`src/rtl/sound_pkg.sv`:
```
// Shared types, constants and duty-ramp helpers for the speaker PWM path.
package sound_pkg;

    typedef enum logic [1:0] {
        OFF       = 2'd0,
        RAMP_UP   = 2'd1,
        PLAY      = 2'd2,
        RAMP_DOWN = 2'd3
    } PWM_STATE;

    localparam logic [7:0] MIDSCALE = 8'd128;
    localparam logic [7:0] PWM_MAX  = 8'd255;

    // Move duty one step toward midscale from either side, landing exactly on it.
    function automatic logic [7:0] step_toward_mid(input logic [7:0] duty,
                                                   input logic [7:0] step);
        logic [8:0] up;
        logic [8:0] down;
        logic [7:0] result;
        up   = {1'b0, duty} + {1'b0, step};
        down = {1'b0, duty} - {1'b0, step};
        if (duty < MIDSCALE) begin
            result = (up > {1'b0, MIDSCALE}) ? MIDSCALE : up[7:0];
        end else if (duty > MIDSCALE) begin
            result = (down < {1'b0, MIDSCALE}) ? MIDSCALE : down[7:0];
        end else begin
            result = MIDSCALE;
        end
        return result;
    endfunction

    // Move duty one step toward zero, clamping at zero instead of wrapping.
    function automatic logic [7:0] step_toward_zero(input logic [7:0] duty,
                                                    input logic [7:0] step);
        logic [8:0] down;
        logic [7:0] result;
        down = {1'b0, duty} - {1'b0, step};
        if ({1'b0, duty} <= {1'b0, step}) begin
            result = 8'd0;
        end else begin
            result = down[7:0];
        end
        return result;
    endfunction

endpackage

```
`src/rtl/pwm_counter.sv`:
```
// Prescaler plus 8-bit PWM phase counter; flags the last tick of each period.
module pwm_counter
    import sound_pkg::*;
#(
    parameter int PRESCALE = 1
) (
    input  logic       clk,
    input  logic       nRst,
    output logic [7:0] cnt,
    output logic       boundary
);

    localparam int              PW         = (PRESCALE > 1) ? $clog2(PRESCALE) : 1;
    localparam logic [PW-1:0]   PRESC_LAST = PW'(PRESCALE - 1);

    logic [PW-1:0] presc;
    logic          tick;

    assign tick     = (presc == PRESC_LAST);
    assign boundary = tick && (cnt == PWM_MAX);

    // Prescaler and phase counter; cnt advances once per tick and wraps 255 -> 0.
    always_ff @(posedge clk or negedge nRst) begin
        // NOTE: non-blocking assignments so every register samples pre-edge values.
        if (!nRst) begin
            presc <= '0;
            cnt   <= 8'd0;
        end else if (tick) begin
            presc <= '0;
            cnt   <= cnt + 8'd1;
        end else begin
            presc <= presc + 1'b1;
        end
    end

endmodule

```
`src/rtl/dac_pwm_driver.sv`:
```
// Turns 8-bit sound samples into a speaker PWM bit, latching samples only at
// period boundaries and ramping duty to/from midscale on enable changes.
module dac_pwm_driver
    import sound_pkg::*;
#(
    parameter int PRESCALE  = 1,
    parameter int RAMP_STEP = 1
) (
    input  logic       clk,
    input  logic       nRst,
    input  logic [7:0] dacCount_i,
    input  logic       enable_i,
    output logic       pwm_o,
    output logic       period_o,
    output logic       active_o
);

    localparam logic [7:0] STEP = 8'(RAMP_STEP);

    logic [7:0] cnt;
    logic       boundary;
    PWM_STATE   state;
    PWM_STATE   state_next;
    logic [7:0] duty;
    logic [7:0] duty_next;
    logic       period_q;
    logic       active_q;

    pwm_counter #(
        .PRESCALE (PRESCALE)
    ) u_counter (
        .clk      (clk),
        .nRst     (nRst),
        .cnt      (cnt),
        .boundary (boundary)
    );

    // Mute state machine: state moves on any clock, duty only at a boundary,
    // and the duty update always follows the pre-edge state.
    always_comb begin
        // NOTE: defaults first so every path assigns both outputs (no latch).
        state_next = state;
        duty_next  = duty;
        case (state)
            OFF: begin
                duty_next = 8'd0;
                if (enable_i) state_next = RAMP_UP;
            end
            RAMP_UP: begin
                if (boundary) duty_next = step_toward_mid(duty, STEP);
                if (!enable_i)              state_next = RAMP_DOWN;
                else if (duty == MIDSCALE)  state_next = PLAY;
            end
            PLAY: begin
                if (boundary) duty_next = dacCount_i;
                if (!enable_i) state_next = RAMP_DOWN;
            end
            RAMP_DOWN: begin
                if (boundary) duty_next = step_toward_zero(duty, STEP);
                if (enable_i)           state_next = RAMP_UP;
                else if (duty == 8'd0)  state_next = OFF;
            end
            default: begin
                state_next = OFF;
                duty_next  = 8'd0;
            end
        endcase
    end

    // State, duty and registered status flags.
    always_ff @(posedge clk or negedge nRst) begin
        if (!nRst) begin
            state    <= OFF;
            duty     <= 8'd0;
            period_q <= 1'b0;
            active_q <= 1'b0;
        end else begin
            state    <= state_next;
            duty     <= duty_next;
            period_q <= boundary;
            active_q <= (state_next == PLAY);
        end
    end

    assign pwm_o    = (cnt < duty);
    assign period_o = period_q;
    assign active_o = active_q;

endmodule

```
`config.mk`:
```
export PLATFORM = sky130hd
export DESIGN_NAME = dac_pwm_driver
export DESIGN_NICKNAME = d
export VERILOG_FILES = /design/src/rtl/sound_pkg.sv /design/src/rtl/pwm_counter.sv /design/src/rtl/dac_pwm_driver.sv
export SDC_FILE = /design/constraint.sdc
export NUM_CORES = 1
export LEC_CHECK = 0
export CAP_MARGIN = 20
export CORE_MARGIN = 2
export CORE_UTILIZATION = 45
export DETAILED_ROUTE_END_ITERATION = 8
export HOLD_SLACK_MARGIN = 0.08
export PLACE_DENSITY_LB_ADDON = 0.3
export SKIP_CTS_REPAIR_TIMING = 1
export SYNTH_ARGS = -nofsm -noshare
export SYNTH_HDL_FRONTEND = slang
export SYNTH_SLANG_ARGS = --single-unit
```
`constraint.sdc`:
```
create_clock -name clk -period 2.4 [get_ports clk]
set_input_delay 0.24 -clock clk [delete_from_list [all_inputs] [get_ports clk]]
set_output_delay 0.24 -clock clk [all_outputs]
set_load 0.1 [all_outputs]
```
==> metrics.yaml <==
die:
  die_h_um: 63.4
  ios: 14
  core_area_mm2: 0.00336
  fp.dieArea_mm2: 0.00401
  rows: 21
  die_w_um: 63.4
  initial_core_util_pct: 47.1
global_routing:
  grt_pass1_vias: 1353
  grt_use_total_pct: 20.2
  grt_pass1_wl_um: 6390
  overflow: 0
  grt_max_degree: 21
  antenna_found_initial: 0
logic_synthesis:
  synth_edf_count: 0
  synth_top_area_share_pct: 31.6
  syn_area_mm2: 0.00159
  synth.distinct_cells: 50
  synth_ff_type: "dfrtp_1"
  yosysSeqAreaShare_pct: 31.6
  async_flop_share_pct: 100
  synth_area_leaders: "dfrtp_1 (32%), ha_1 (10%), xnor2_1 (4.4%), o21ai_0 (3.8%), nand2_1 (3.3%)"
  syn_nets: 202
  syn_area_per_cell_um2: 8.91
  yosys_register_bits: 20
  yosysWarnings: 0
  synthCells: 178
  synth.largest_area_cell: "dfrtp_1"
route:
  via_count: 1485
  drc_errors: 0
  drtPass1Iterations: 6
  drt_iter0_markers: 115
  routed_wl_um: 3980
  vias_per_cell: 6.14
  post_drt_wl_per_cell_um: 16.4
  ant_nets: 0
finish:
  register_area_um2: 504
  nNetsFinal: 221
  antenna_cells: 0
  drive_gt1_share_pct: 17.3
  synthToLayoutAreaGrowth_pct: 17.4
  design_area_mm2: 0.00186
  multi_input_area_um2: 977
  fillers: 323
  final_cells: 242
place:
  placed_area_mm2: 0.00176
  dpl.cell_count: 235
  gp_congestion: 0.930
  place_ws_ns: 0.309
  port_buffers: 13
  hpwl_um: 2740
timing:
  clock_skew_ns: 0.0130
  worstMarginPinSlew_ns: 0.748
  slew_violations: 0
  setup_slack_ns: 0.105
  timing.fmax_mhz: 436
  setup-tns-final_ns: 0
  setup_viol: 0
  grt_setup_unrepaired: "false"
  period_needed_ns: 2.30
  maxSlewHeadroom_pct: 49.7
  period_share_pct: 95.6
  final-hold-violation-count: 0
power_and_ir_drop:
  ir_drop_uv: 192
  power_per_cell_area_mw_per_mm2: 489
  leakagePower_nw: 0.781
critical_path:
  crit_fanout: 10
  crit_path_start_kind: "flop"
  critical_path_class: "reg2out"
  r2r_start: "duty[5]$_DFFE_PN0P_"
  crit_arrival_ns: 2.06
  cp-end-kind: "output port"
  required_ns: 2.16
  crit_start: "duty[2]$_DFFE_PN0P_"
worst_hold_path:
  hp-class: "in2async"
cts:
  cts_buffers: 3
  cts_tree: "done"
  cts_max_level: 1
  clock-sinks: 20
  cts_buffer_depth: 2
  path_clk_slew_ns: 0.14
  insertion_delay_ns: 0.34
  cts_root_buf: "clkbuf_4"
outcome:
  status: "finished clean"
job:
  max_cap_violations: 0
[through the flow]
step	total power [mW]	utilization, %	hold WS (ns)
4_1_cts	0.888	54.0	0.246
3_5_place_dp	0.599	52.5	0.511
6_report	0.911	55.4	0.216
2_1_floorplan	0.539	-	-0.0556
5_1_grt	0.948	55.4	0.243
3_3_place_gp	0.592	52.5	0.514
[metal layers]
metal / share of wire, % / GRT usage [%] / vias to the layer above / routed length [um]
li1: - / - / 689 / -
met3: 6.9 / 3.93 / 14 / 274
met2: 47 / 31.7 / 72 / 1850
met1: 43 / 26.2 / 710 / 1710
met4: 3.4 / 10.6 / 0 / 136
met5: 0 / 0 / - / 0
[final timing paths]
kind                            cells after the start                         end  slack (ns)
worst max-delay path                                6                       pwm_o        0.10
worst min-delay path                                2          period_o$_DFF_PN0_        0.22
worst max register to register                      6         duty[2]$_DFFE_PN0P_        0.29
worst min register to register                      1  u_counter.cnt[4]$_DFF_PN0_        0.53
max in group asynchronous                           2         duty[7]$_DFFE_PN0P_        1.93
min in group clk                                    1  u_counter.cnt[4]$_DFF_PN0_        0.53
[critical path, stage by stage (launching register included)]
cell     delay [ns]
dfrtp_1        0.59
inv_1          0.18
ha_1           0.32
o21a_1         0.12
o21ai_0        0.15
a31o_2         0.20
buf_12         0.17
[cell usage after synthesis, types with 3 or more instances]
library cell / n
inv_1: 13
nor2_1: 10
nand3b_1: 3
buf_6: 4
o21ai_1: 3
a211oi_1: 3
o21a_1: 3
nand2_1: 14
o22ai_1: 3
nor3_1: 3
nand4_1: 3
nor4_1: 3
xnor2_1: 8
xor2_1: 3
clkbuf_1: 3
nand3_1: 7
ha_1: 13
dfrtp_1: 20
a31oi_1: 3
a21oi_1: 5
o21ai_0: 12
[layout make-up]
class	instances	share of cell area, %
Tap cell	46	3.09
Sequential cell	20	27.1
Inverter	14	2.82
Clock buffer	3	1.21
Multi-Input combinational cell	134	52.5
Clock inverter	1	1.61
Timing Repair Buffer	24	11.7
[flip-flops by register name (all words and copies together) (netlist names)]
register,flops
active_o,1
u_counter.cnt,8
state,2
period_o,1
duty,8
[kinds of logic (layout without fill, tap and decap cells)]
logic type | after synthesis | in the layout | synth area share (%)
AO/OA/AOI/OAI | 52 | 52 | 24.1
XOR/XNOR | 11 | 11 | 6.08
adder cells (fa/ha/maj) | 13 | 13 | 10.3
buffers and inverters | 24 | 42 | 7.97
flip-flops | 20 | 20 | 31.6
AND/OR/NAND/NOR | 58 | 58 | 20.0
[layout by cell type (no fill, tap or decap), types with 3 or more instances in the layout]
master and n:
nor2_1 10, ha_1 13, nand3b_1 3, nor4_1 3
dfrtp_2 3, o22ai_1 3, buf_4 13, dfrtp_1 17
xnor2_1 8, a21oi_1 5, a211oi_1 3, o21a_1 3
clkdlybuf4s50_1 10, clkbuf_4 3, xor2_1 3, nand3_1 7
inv_1 13, nand4_1 3, nand2_1 14, o21ai_0 12
o21ai_1 3, a31oi_1 3, nor3_1 3
[power by group]
part           internal, mW  total [mW]  leakage (nW)  switching (mW)
registers             0.353       0.378         0.231          0.0257
logic                 0.102       0.234         0.522           0.132
clock network         0.169       0.298        0.0279           0.129
No activity file was read; power rests on OpenSTA's default activity.
